## src/rtl/hash_table_pkg.sv

```systemverilog
// Shared types for the hash-table lookup path: key/value widths, RAM entry layout, result codes.
package hash_table;

  localparam int KEY_WIDTH        = 8;
  localparam int VALUE_WIDTH      = 16;
  localparam int TABLE_ADDR_WIDTH = 4;

  typedef struct packed {
    logic [KEY_WIDTH-1:0]        key;
    logic [VALUE_WIDTH-1:0]      value;
    logic [TABLE_ADDR_WIDTH-1:0] next_ptr;
    logic                        next_ptr_val;
  } ram_data_t;

  typedef enum logic [1:0] {
    NOT_FOUND = 2'd0,
    FOUND     = 2'd1,
    LOOP_ERR  = 2'd2
  } search_res_t;

endpackage

```

## src/rtl/data_table_if.sv

```systemverilog
// Port bundle to the external data-table RAM (1-cycle registered read, write port unused by the searcher).
interface data_table_if;
  import hash_table::*;

  logic [TABLE_ADDR_WIDTH-1:0] rd_addr;
  logic                        rd_en;
  ram_data_t                   rd_data;
  logic [TABLE_ADDR_WIDTH-1:0] wr_addr;
  ram_data_t                   wr_data;
  logic                        wr_en;

  modport master (output rd_addr, output rd_en, input rd_data,
                  output wr_addr, output wr_data, output wr_en);
  modport slave  (input rd_addr, input rd_en, output rd_data,
                  input wr_addr, input wr_data, input wr_en);
endinterface

```

## src/rtl/data_table_search.sv

```systemverilog
// Walks a hash-bucket chain in the external data table looking for a key; one search at a time.
// Latency t+3 for a head hit (+2 per extra hop), t+1 for an empty bucket; result held until res_ready_i.
module data_table_search
  import hash_table::*;
#(
  parameter int A_WIDTH  = TABLE_ADDR_WIDTH,
  parameter int MAX_HOPS = 2**A_WIDTH
) (
  input  logic                   clk_i,
  input  logic                   rst_i,
  input  logic                   task_valid_i,
  output logic                   task_ready_o,
  input  logic [KEY_WIDTH-1:0]   task_key_i,
  input  logic [A_WIDTH-1:0]     task_head_ptr_i,
  input  logic                   task_head_ptr_val_i,
  output logic                   res_valid_o,
  input  logic                   res_ready_i,
  output search_res_t            res_code_o,
  output logic [VALUE_WIDTH-1:0] res_value_o,
  output logic [A_WIDTH-1:0]     res_addr_o,
  data_table_if.master           data_table
);

  localparam int HOP_W = $clog2(MAX_HOPS + 1);

  typedef enum logic [1:0] {IDLE, READ, CHECK, DONE} state_t;

  state_t                 state_q, state_d;
  logic [KEY_WIDTH-1:0]   key_q, key_d;
  logic [A_WIDTH-1:0]     ptr_q, ptr_d;
  logic [HOP_W-1:0]       hop_q, hop_d;
  search_res_t            code_q, code_d;
  logic [VALUE_WIDTH-1:0] value_q, value_d;
  logic [A_WIDTH-1:0]     addr_q, addr_d;

  always_ff @(posedge clk_i or posedge rst_i) begin
    if (rst_i) begin
      state_q <= IDLE;
      key_q   <= '0;
      ptr_q   <= '0;
      hop_q   <= '0;
      code_q  <= NOT_FOUND;
      value_q <= '0;
      addr_q  <= '0;
    end else begin
      state_q <= state_d;
      key_q   <= key_d;
      ptr_q   <= ptr_d;
      hop_q   <= hop_d;
      code_q  <= code_d;
      value_q <= value_d;
      addr_q  <= addr_d;
    end
  end

  always_comb begin
    state_d = state_q;
    key_d   = key_q;
    ptr_d   = ptr_q;
    hop_d   = hop_q;
    code_d  = code_q;
    value_d = value_q;
    addr_d  = addr_q;
    case (state_q)
      IDLE: begin
        if (task_valid_i) begin
          if (task_head_ptr_val_i) begin
            key_d   = task_key_i;
            ptr_d   = task_head_ptr_i;
            hop_d   = '0;
            state_d = READ;
          end else begin
            code_d  = NOT_FOUND;
            value_d = '0;
            addr_d  = '0;
            state_d = DONE;
          end
        end
      end
      READ: state_d = CHECK;
      CHECK: begin
        // Every exit to DONE rewrites all result fields so stale data never leaks out.
        if (data_table.rd_data.key == key_q) begin
          code_d  = FOUND;
          value_d = data_table.rd_data.value;
          addr_d  = ptr_q;
          state_d = DONE;
        end else if (!data_table.rd_data.next_ptr_val) begin
          code_d  = NOT_FOUND;
          value_d = '0;
          addr_d  = '0;
          state_d = DONE;
        end else if ((int'(hop_q) + 1) < MAX_HOPS) begin
          ptr_d   = data_table.rd_data.next_ptr;
          hop_d   = hop_q + 1'b1;
          state_d = READ;
        end else begin
          code_d  = LOOP_ERR;
          value_d = '0;
          addr_d  = '0;
          state_d = DONE;
        end
      end
      DONE: begin
        if (res_ready_i) state_d = IDLE;
      end
      default: state_d = IDLE;
    endcase
  end

  // Ready is masked by reset because the async reset parks the FSM in IDLE.
  assign task_ready_o = (state_q == IDLE) && !rst_i;
  assign res_valid_o  = (state_q == DONE);
  assign res_code_o   = code_q;
  assign res_value_o  = value_q;
  assign res_addr_o   = addr_q;

  assign data_table.rd_en   = (state_q == READ);
  assign data_table.rd_addr = (state_q == READ) ? ptr_q : '0;
  assign data_table.wr_en   = 1'b0;
  assign data_table.wr_addr = '0;
  assign data_table.wr_data = '0;

endmodule

```

## src/flat_wrapper.sv

```systemverilog
// flat-port wrapper written by rule: the top's interface ports become plain ports
module data_table_search_flat import hash_table::*;
#(
  parameter int A_WIDTH  = TABLE_ADDR_WIDTH,
  parameter int MAX_HOPS = 2**A_WIDTH
)
  (clk_i, rst_i, task_valid_i, task_ready_o, task_key_i, task_head_ptr_i, task_head_ptr_val_i, res_valid_o, res_ready_i, res_code_o, res_value_o, res_addr_o, data_table_rd_addr, data_table_rd_en, data_table_rd_data, data_table_wr_addr, data_table_wr_data, data_table_wr_en);
  data_table_if data_table_i ();
  input  logic clk_i;
  input  logic rst_i;
  input  logic task_valid_i;
  output logic task_ready_o;
  input  logic [KEY_WIDTH-1:0] task_key_i;
  input  logic [A_WIDTH-1:0] task_head_ptr_i;
  input  logic task_head_ptr_val_i;
  output logic res_valid_o;
  input  logic res_ready_i;
  output search_res_t res_code_o;
  output logic [VALUE_WIDTH-1:0] res_value_o;
  output logic [A_WIDTH-1:0] res_addr_o;
  output wire logic [$bits(data_table_i.rd_addr)-1:0] data_table_rd_addr;
  output wire logic [$bits(data_table_i.rd_en)-1:0] data_table_rd_en;
  input wire logic [$bits(data_table_i.rd_data)-1:0] data_table_rd_data;
  output wire logic [$bits(data_table_i.wr_addr)-1:0] data_table_wr_addr;
  output wire logic [$bits(data_table_i.wr_data)-1:0] data_table_wr_data;
  output wire logic [$bits(data_table_i.wr_en)-1:0] data_table_wr_en;
  assign data_table_rd_addr = data_table_i.rd_addr;
  assign data_table_rd_en = data_table_i.rd_en;
  assign data_table_i.rd_data = data_table_rd_data;
  assign data_table_wr_addr = data_table_i.wr_addr;
  assign data_table_wr_data = data_table_i.wr_data;
  assign data_table_wr_en = data_table_i.wr_en;
  data_table_search #(.A_WIDTH(A_WIDTH), .MAX_HOPS(MAX_HOPS)) u_core (.clk_i(clk_i), .rst_i(rst_i), .task_valid_i(task_valid_i), .task_ready_o(task_ready_o), .task_key_i(task_key_i), .task_head_ptr_i(task_head_ptr_i), .task_head_ptr_val_i(task_head_ptr_val_i), .res_valid_o(res_valid_o), .res_ready_i(res_ready_i), .res_code_o(res_code_o), .res_value_o(res_value_o), .res_addr_o(res_addr_o), .data_table(data_table_i));
endmodule
```

## config.mk

```make
export PLATFORM = sky130hd
export DESIGN_NAME = data_table_search_flat
export DESIGN_NICKNAME = d
export VERILOG_FILES = /design/src/rtl/hash_table_pkg.sv /design/src/rtl/data_table_if.sv /design/src/rtl/data_table_search.sv /design/src/flat_wrapper.sv
export SDC_FILE = /design/constraint.sdc
export NUM_CORES = 1
export LEC_CHECK = 0
export BUFFER_PORTS_ARGS = -buffer_cell sky130_fd_sc_hd__buf_2
export CAP_MARGIN = 20
export CORE_ASPECT_RATIO = 1.2
export CORE_UTILIZATION = 41
export DETAILED_ROUTE_END_ITERATION = 16
export MAX_ROUTING_LAYER = met4
export PLACE_DENSITY = 0.74
export SETUP_SLACK_MARGIN = 0.02
export SYNTH_ARGS = -nofsm -noshare
export SYNTH_HDL_FRONTEND = slang
export SYNTH_SLANG_ARGS = --single-unit
```

## constraint.sdc

```tcl
create_clock -name clk_i -period 1.8 [get_ports clk_i]
set_input_delay 0.18 -clock clk_i [delete_from_list [all_inputs] [get_ports clk_i]]
set_output_delay 0.18 -clock clk_i [all_outputs]
set_load 0.02 [all_outputs]
```

Yosys cells after proc, flatten, opt, wreduce, memory -nomap -nowiden
Index checks and enable logic that the tools add are counted.
{ "totals": {"output_inout_bits": 63, "ff_bits": 41, "word_cells": 68} }
{ "op_classes": {"magnitude_cmp": 1, "mux": 38, "add_sub_neg": 2, "n_reduce_logical": 8, "n_eq_ne": 12} }
{ "op_table": {"columns": ["op", "count"], "rows": [
  ["16-bit two-way mux", 5],
  ["4-bit two-way mux", 11],
  ["32-bit by 6-bit < comparator with 1-bit output, second input constant", 1],
  ["16-bit case mux with 2 select lines", 1],
  ["5-bit two-way mux", 5],
  ["2-bit two-way mux", 11],
  ["4-bit case mux with 2 select lines", 2],
  ["2-bit != test, second input constant", 5],
  ["5-bit case mux with 2 select lines", 1],
  ["8-bit == test", 1],
  ["2-bit case mux with 4 select lines", 1],
  ["5-bit by 1-bit adder with 6-bit output, second input constant", 1],
  ["6-bit AND reduction", 1],
  ["5-bit by 1-bit adder with 5-bit output, second input constant", 1],
  ["2-bit == test, second input constant", 2],
  ["2-bit by 1-bit != test with 1-bit output, second input constant", 2],
  ["4-bit by 3-bit != test with 1-bit output, second input constant", 1],
  ["2-bit case mux with 2 select lines", 1],
  ["4-bit AND reduction", 1],
  ["3-bit AND reduction", 1],
  ["2-bit by 1-bit == test with 1-bit output, second input constant", 1],
  ["2-bit logical NOT", 1],
  ["2-bit AND reduction", 1],
  ["2-bit nonzero test", 1],
  ["other kinds (2)", 2]
]} }

Depth between registers and ports, before layout
Gate-level depths: netlist of run 1.
{ "depth": {"ltp_word": 6, "ltp_mapped": 6} }

Worst setup path after synthesis of run 1
No wires, ideal clock.
{ "synth_timing": {"kind": "reg-to-reg", "from": "reg u_core.hop_q[0]", "to": "reg u_core.hop_q[3]", "t_arrival_ns": 1.630, "path_slack_ns": 0.046, "n_path_buf": 0, "required_ns": 1.676, "synth_period_minus_slack_ns": 1.754, "setup_time_ns": 0.124, "path_stages_with_launch": 6, "cell_sequence": "dfrtp_1 > ha_1 > and3_1 > mux2i_1 > a21oi_4 > a211o_2"} }
{ "synth_between": {"elab_chain_len": 5} }
{ "synth_lines": {"columns": ["element", "line_no", "text"], "rows": [
  ["start, declared", "data_table_search.sv:31", "logic [HOP_W-1:0] hop_q, hop_d;"],
  ["start signal, assigned", "data_table_search.sv:49", "hop_q <= hop_d;"],
  ["parallel branches: the longest is 5 deep, another holds 32-bit by 6-bit < comparator with 1-bit output", null, null]
]} }
Parallel ways; which one is timed is not known. The select of a mux whose other input is x is not followed.
A chain may end at the register's enable or synchronous reset.

Final worst setup path of run 1
Same ends and word-level chain as after synthesis.

==> results_tabular.tex, run 1 <==
\begin{tabular}{lr}
\hline
Metric & Value \\
\hline
\multicolumn{2}{l}{\textbf{Status}} \\
\quad Run status & completed \\
\multicolumn{2}{l}{\textbf{Synth}} \\
\quad Leading cell types by count after synthesis & 41 x dfrtp\_1, 36 x buf\_4, 20 x a22o\_1 \\
\quad Cell type contributing the most total cell area after synthesis & dfrtp\_1 \\
\quad Share of the synthesized area in the top cell type & 48.6\% \\
\quad Total of flip-flops plus latches after synthesis & 41 \\
\quad Average cell area after synthesis & 11.2 um2 \\
\quad Number of distinct library cells after synthesis & 39 \\
\quad Largest cells by area after synthesis & dfrtp\_1 49\%, buf\_4 13\%, a22o\_1 8.3\% \\
\quad Sequential area share after synthesis & 48.6\% \\
\quad Total number of yosys warnings & 0 \\
\quad Most common flop cell mapped by yosys & dfrtp\_1 \\
\quad EDFF count, synth & 0 \\
\quad Number of instances in the synthesized netlist & 189 \\
\quad Netlist area before placement & 2110 um2 \\
\quad Most common cell in the synthesized netlist & dfrtp\_1 \\
\quad Ys async rst share & 100\% \\
\multicolumn{2}{l}{\textbf{Setup path}} \\
\quad Launching element of the worst setup path & u\_core.hop\_q[0] \\
\quad Capture instance of the worst register-to-register path & u\_core.hop\_q[3] \\
\quad Required time of the critical path & 1.98 ns \\
\quad Type of the worst setup path & reg -> reg \\
\quad CP Launch Type & flop \\
\quad Signal arrival time at the worst endpoint & 1.94 ns \\
\quad Path depth of the worst reg2reg path & 7 \\
\quad CP Capture Type & flop \\
\quad Critical path peak fanout & 5 \\
\quad RR Startpoint & u\_core.hop\_q[0] \\
\quad Worst setup endpoint & u\_core.hop\_q[3] \\
\quad Slack of the worst reg-to-reg path & 0.04 ns \\
\multicolumn{2}{l}{\textbf{STA}} \\
\quad Number of max-slew violations in the final report & 0 \\
\quad Worst Max-Slew Pin Slew & 0.519 ns \\
\quad Part of the cycle the worst path needs & 97.8\% \\
\quad Final Hold Violating Endpoints & 0 \\
\quad Smallest setup slack after layout & 0.0398 ns \\
\quad Setup skew after layout & 0.00423 ns \\
\quad Sum of negative setup slack & 0 ns \\
\quad Setup-failing EPs final & 0 \\
\quad Setup repair after global routing missed its margin & yes \\
\quad Fmax & 0.568 GHz \\
\quad Worst slew slack as a fraction of its limit & 65.4\% \\
\quad Time the worst path needs with I/O delays and setup & 1.76 ns \\
\multicolumn{2}{l}{\textbf{Clock tree}} \\
\quad Largest buffer count on any clock path & 2 \\
\quad Insertion delay of the later-clocked pin in the worst-skew pair & 0.29 ns \\
\quad Clock root buffer & clkbuf\_8 \\
\quad Number of buffers created by CTS & 5 \\
\quad Number of buffers added to fix hold violations after cts & 0 \\
\quad TritonCTS clock tree & yes \\
\quad Clock slew seen by the registers of the worst setup and hold paths & 0.08 ns \\
\quad Count of H-tree levels built during CTS & 2 \\
\quad Sinks on the clock net & 41 \\
\multicolumn{2}{l}{\textbf{Global route}} \\
\quad First-pass GRT wire length & 6.75 mm \\
\quad Overall track demand over capacity in global routing & 17.1\% \\
\quad Initial antenna violation count & 0 \\
\quad Met1 layer usage reported by global route & 21.3\% \\
\quad Vias in the first global route & 1465 \\
\quad Maximum number of pins on one net before global-route repair & 42 \\
\quad Met2 capacity usage during global routing & 26.7\% \\
\quad Met3 Use GR & 4.83\% \\
\quad Routing layer with the top usage in global route & met2 \\
\quad Grt total ovfl & 0 \\
\multicolumn{2}{l}{\textbf{Cells and area}} \\
\quad Final cell utilization of the core & 54.1\% \\
\quad Signed area change from the synthesized netlist to the final layout & 26.6\% \\
\quad Fraction of final layout cells sized beyond drive strength 1 & 44.1\% \\
\quad Layout Nets & 328 \\
\quad Antenna cells & 0 \\
\quad Layout Cell Area excl Fill & 2670 um2 \\
\multicolumn{2}{l}{\textbf{Die}} \\
\quad Chip width & 67.5 um \\
\quad Die H & 80.6 um \\
\quad Placement Rows & 28 \\
\quad Die Area & 5440 um2 \\
\quad Io pins & 109 \\
\quad Core Region & 4940 um2 \\
\quad Starting density of the core & 42.7\% \\
\multicolumn{2}{l}{\textbf{Placement}} \\
\quad Routability congestion estimate from global placement & 0.813 \\
\quad Buffers added on ports & 74 \\
\quad Placed instance area & 2520 um2 \\
\quad Dpl hpwl & 3.18 mm \\
\quad Minimum setup slack after placement & -0.0269 ns \\
\multicolumn{2}{l}{\textbf{Route}} \\
\quad Routed len/inst & 12.6 um \\
\quad Number of detailed-route iterations in the first pass & 4 \\
\quad Wire length after detailed routing & 4.30 mm \\
\quad Routed via count & 1610 \\
\quad \# DRC & 0 \\
\quad Number of DRC violations after detailed-routing iteration 0 & 64 \\
\quad Via-to-Cell Ratio & 4.72 \\
\quad Antenna violation net count after detailed routing & 0 \\
\multicolumn{2}{l}{\textbf{Power}} \\
\quad Static leakage & 0.00146 uW \\
\quad Largest vdd supply drop & 0.726 mV \\
\quad Pwr dens & 1260 nW/um2 \\
\quad Total power & 3380 uW \\
\multicolumn{2}{l}{\textbf{Min path}} \\
\quad Min-Delay Path Class & in -> async \\
\multicolumn{2}{l}{\textbf{Job}} \\
\quad Max capacitance violation total & 0 \\
\hline
\end{tabular}
[power by group]
| part | leakage [uW] | switching, uW | internal (uW) |
|---|---|---|---|
| Sequential | 0.000538 | 150 | 1130 |
| Combinational | 0.000870 | 724 | 658 |
| Clock | 0.0000540 | 313 | 403 |
| Total | 0.00146 | 1190 | 2190 |
[flip-flops by register name, indices dropped and copies added (netlist names)]
signal	cells
u_core.res_value_o	16
u_core.key_q	8
u_core.hop_q	5
u_core.ptr_q	4
u_core.res_addr_o	4
u_core.res_code_o	2
u_core.state_q	2
[per-stage QoR]
stage,cells,hold WS [ns]
detailed placement,332,0.354
finish,341,0.00826
global route,341,0.0615
floorplan,222,0.279
global placement,332,0.352
CTS,340,0.0352
[critical path, stage by stage (launching register included)]
cell and delay (ns):
dfrtp_1 0.36, ha_2 0.19, and3_4 0.19, mux2i_1 0.21
buf_4 0.16, a21oi_4 0.08, buf_6 0.14, a211o_4 0.32
[cell type report]
type | instances | area [um2]
clock buffer | 5 | 68.8
sequential | 41 | 1030
multi-input combinational | 137 | 930
fill | 439 | 2270
timing repair buffer | 92 | 522
tap | 60 | 75.1
inverter | 4 | 15.0
clock inverter | 2 | 35.0
[cells in the final DEF, fill, tap and decap left out, types with 2 or more instances in the layout]
cell type	synthesis	layout
conb_1	1	34
buf_4	36	16
mux2i_1	2	2
dfrtp_1	41	41
mux2_2	13	13
nor3_1	6	6
inv_1	4	4
a31oi_1	2	2
clkbuf_8	0	5
buf_2	3	74
nor3_4	1	2
nand4_1	2	2
and2_1	5	5
nand2_1	15	15
xnor2_1	8	8
a21oi_1	4	4
nor2_1	3	3
a22o_1	20	20
[layer usage]
layer	vias to the layer above	share of wire (%)
met1	747	44
li1	775	-
met2	82	48
met5	-	0
met4	0	1.0
met3	6	6.8
[logic make-up (layout without fill, tap and decap cells)]
kind of cell    Yosys count  in the layout  synth area share (%)
buf+inv                  44            103                  14.4
simple gates             42             42                  10.6
xor+xnor                  8              8                  3.32
mux                      15             15                  7.88
other cells               1             34                 0.178
flops                    41             41                  48.6
fa+ha+maj                 1              1                 0.593
compound gates           37             37                  14.4
[timing repair]
action,in CTS,in global routing
setup buffers,1,1
pin swaps,1,10
endpoints found under the setup margin,4,25
cloned,0,0
gates resized for setup,1,5
[how the worst min path moves through the flow]
stage / slack (ns) / cells past startpoint / to
5_1_grt: 0.06 / 3 / u_core.state_q[1]
3_5_place_dp: 0.35 / 3 / u_core.state_q[0]
4_1_cts: 0.04 / 3 / u_core.state_q[0]
3_3_place_gp: 0.35 / 3 / u_core.state_q[0]
2_1_floorplan: 0.28 / 1 / u_core.state_q[0]
6_report: 0.008 / 3 / u_core.state_q[1]
Note: power is estimated with default switching activity, not from simulation.
==> inputs of run 2 (changes only) <==
--- a/config.mk
+++ b/config.mk
@@ -5,10 +5,13 @@
 export SDC_FILE = /design/constraint.sdc
 export NUM_CORES = 1
 export LEC_CHECK = 0
+export ABC_AREA = 0
 export BUFFER_PORTS_ARGS = -buffer_cell sky130_fd_sc_hd__buf_2
 export CAP_MARGIN = 20
+export CELL_PAD_IN_SITES_DETAIL_PLACEMENT = 0
+export CELL_PAD_IN_SITES_GLOBAL_PLACEMENT = 2
 export CORE_ASPECT_RATIO = 1.2
-export CORE_UTILIZATION = 41
+export CORE_UTILIZATION = 24
 export DETAILED_ROUTE_END_ITERATION = 16
 export MAX_ROUTING_LAYER = met4
 export PLACE_DENSITY = 0.74
==> results_tabular.tex, run 2 (synthesized netlist as in run 1, its figures left out) <==
\begin{tabular}{lr}
\hline
Metric & Value \\
\hline
\multicolumn{2}{l}{\textbf{Status}} \\
\quad Run status & completed \\
\multicolumn{2}{l}{\textbf{Cells and area}} \\
\quad Commonest cells after routing, fill and taps aside & 74 x buf\_2, 40 x dfrtp\_1, 34 x conb\_1, 20 x a22o\_1, 15 x nand2\_1 \\
\quad Layout Nets & 331 (+0.91\%) \\
\quad Most frequent standard cell in the layout excluding fill and tap cells & buf\_2 \\
\quad Layout Cells excl Fill & 402 (+18\%) \\
\quad Fraction of final layout cells sized beyond drive strength 1 & 46.0\% (+1.8 points) \\
\quad Antenna cells & 0 (unchanged) \\
\quad Final cell utilization of the core & 33.8\% (-20 points) \\
\quad Flip-flop count of the largest register, all copies and words added & 16 (unchanged) \\
\quad Signed area change from the synthesized netlist to the final layout & 37.3\% \\
\multicolumn{2}{l}{\textbf{Placement}} \\
\quad Number of placed instances with taps included & 387 (+17\%) \\
\quad Buffers added on ports & 74 (unchanged) \\
\quad Routability congestion estimate from global placement & 0.756 (-7.0\%) \\
\quad Dpl hpwl & 3.49 mm (+9.8\%) \\
\multicolumn{2}{l}{\textbf{Route}} \\
\quad Number of detailed-route iterations in the first pass & 4 (unchanged) \\
\quad Routed len/inst & 12.5 um (-1.0\%) \\
\quad Wire length after detailed routing & 5.02 mm (+17\%) \\
\quad Number of DRC violations after detailed-routing iteration 0 & 67 (+4.7\%) \\
\quad Via-to-Cell Ratio & 4.12 (-13\%) \\
\quad Routed via count & 1655 (+2.8\%) \\
\quad Antenna violation net count after detailed routing & 0 (unchanged) \\
\quad \# DRC & 0 (unchanged) \\
\multicolumn{2}{l}{\textbf{Power}} \\
\quad Largest vdd supply drop & 0.591 mV (-19\%) \\
\quad Static leakage & 0.00153 uW (+4.6\%) \\
\quad Pwr dens & 1290 nW/um2 (+2.1\%) \\
\multicolumn{2}{l}{\textbf{Die}} \\
\quad Die H & 105 um (+30\%) \\
\quad Starting density of the core & 24.6\% (-18 points) \\
\quad Die Area & 9180 um2 (+69\%) \\
\quad Core Region & 8560 um2 (+73\%) \\
\quad Io pins & 109 (unchanged) \\
\quad Chip width & 87.6 um (+30\%) \\
\quad Placement Rows & 37 (+32\%) \\
\multicolumn{2}{l}{\textbf{Setup path}} \\
\quad Path depth of the worst reg2reg path & 6 (-1) \\
\quad CP Launch Type & flop \\
\quad Capture instance of the worst register-to-register path & u\_core.ptr\_q[2] \\
\quad Signal arrival time at the worst endpoint & 1.96 ns (+0.02 ns) \\
\quad Slack of the worst reg-to-reg path & 0.02 ns (-0.02 ns) \\
\quad CP Capture Type & flop \\
\quad Type of the worst setup path & reg -> reg \\
\quad Required time of the critical path & 1.98 ns (about the same) \\
\quad RR Startpoint & u\_core.hop\_q[0] \\
\quad Critical path peak fanout & 6 (+1) \\
\multicolumn{2}{l}{\textbf{Global route}} \\
\quad Overall track demand over capacity in global routing & 11.1\% (-6.1 points) \\
\quad Initial antenna violation count & 0 (unchanged) \\
\quad Grt total ovfl & 0 (unchanged) \\
\quad Vias in the first global route & 1559 (+6.4\%) \\
\quad First-pass GRT wire length & 7.65 mm (+13\%) \\
\quad Maximum number of pins on one net before global-route repair & 42 (unchanged) \\
\multicolumn{2}{l}{\textbf{Clock tree}} \\
\quad TritonCTS clock tree & yes \\
\quad Sinks on the clock net & 41 (unchanged) \\
\quad Clock root buffer & clkbuf\_8 \\
\quad Largest buffer count on any clock path & 2 (unchanged) \\
\quad Number of buffers created by CTS & 5 (unchanged) \\
\quad Clock slew seen by the registers of the worst setup and hold paths & 0.08 ns (about the same) \\
\quad Count of H-tree levels built during CTS & 2 (unchanged) \\
\quad Insertion delay of the later-clocked pin in the worst-skew pair & 0.29 ns (about the same) \\
\multicolumn{2}{l}{\textbf{Min path}} \\
\quad Worst Hold End & u\_core.state\_q[0] \\
\quad Min-Delay Path Depth & 2 \\
\quad Hold path startpoint & res\_ready\_i \\
\quad Min-Delay Path Class & in -> reg \\
\multicolumn{2}{l}{\textbf{STA}} \\
\quad Setup skew after layout & 0.00813 ns (+0.00389 ns) \\
\quad Setup-failing EPs final & 0 (unchanged) \\
\quad Number of max-slew violations in the final report & 0 (unchanged) \\
\quad Setup repair after global routing missed its margin & yes \\
\quad Fmax & 0.560 GHz (-1.4\%) \\
\quad Part of the cycle the worst path needs & 99.2\% (+1.4 points) \\
\quad Final Hold Violating Endpoints & 0 (unchanged) \\
\quad Time the worst path needs with I/O delays and setup & 1.78 ns (+0.0247 ns) \\
\multicolumn{2}{l}{\textbf{Job}} \\
\quad Max capacitance violation total & 0 (unchanged) \\
\hline
\end{tabular}
## run 2: layer usage
| layer | wire length, um | vias up | global-route usage [%] |
|---|---|---|---|
| li1 | - | 785 | - |
| met1 | 2280 | 793 | 13.7 |
| met2 | 2460 | 72 | 18.2 |
| met3 | 258 | 5 | 2.69 |
| met4 | 27 | 0 | 2.11 |
| met5 | 0 | - | - |
## run 2: area by class of cell
cell class                 count  area [um2]
fill                         900        5670
tap                          117         146
timing repair buffer          95         606
clock buffer                   6        82.6
sequential                    41        1030
inverter                       4        15.0
clock inverter                 2        37.5
multi-input combinational    137         985
## run 2: per-stage QoR
| stage | setup TNS, ns | power (uW) | instance area [um2] | hold WS (ns) | setup slack [ns] |
|---|---|---|---|---|---|
| floorplan | 0 | 2220 | 2230 | 0.279 | 0.0460 |
| finish | 0 | 3740 | 2900 | 0.0867 | 0.0151 |
| detailed placement | 0 | 2660 | 2600 | 0.244 | 0.0177 |
| CTS | 0 | 3470 | 2740 | 0.0815 | 0.000570 |
| global route | -0.677 | 4020 | 2900 | 0.0848 | -0.0931 |
| global placement | 0 | 2640 | 2600 | 0.246 | 0.0513 |
## run 2: repair_timing
action	in CTS	in global routing
resized for setup	1	18
pin swaps	1	13
setup buffers	0	4
endpoints found under the setup margin	8	34
endpoints found under the hold margin	41	0
hold buffers	1	0
gates cloned	0	3
## run 2: worst max-delay path by stage
stage,from,depth (start not counted),end
final,u_core.hop_q[0],6,u_core.ptr_q[2]
after global routing,u_core.key_q[4],5,u_core.ptr_q[0]
after CTS,u_core.hop_q[0],6,u_core.ptr_q[0]
after detailed placement,u_core.key_q[4],5,u_core.ptr_q[0]
after global placement,u_core.key_q[2],5,u_core.ptr_q[0]
after floorplan,u_core.hop_q[0],5,u_core.hop_q[3]
## run 2: where the power goes
| group | total (uW) | leakage, uW | switching (uW) | internal [uW] |
|---|---|---|---|---|
| Clock | 777 | 0.0000574 | 326 | 451 |
| Combinational | 1650 | 0.000935 | 800 | 846 |
| Sequential | 1320 | 0.000537 | 188 | 1130 |
| Total | 3740 | 0.00153 | 1310 | 2430 |
## run 2: worst max-delay path, stage by stage, from the launching register on
cell and delay (ns):
dfrtp_1 0.40, ha_2 0.18, and3_4 0.18, mux2i_1 0.11, buf_4 0.16, a21oi_4 0.30
mux2_4 0.33
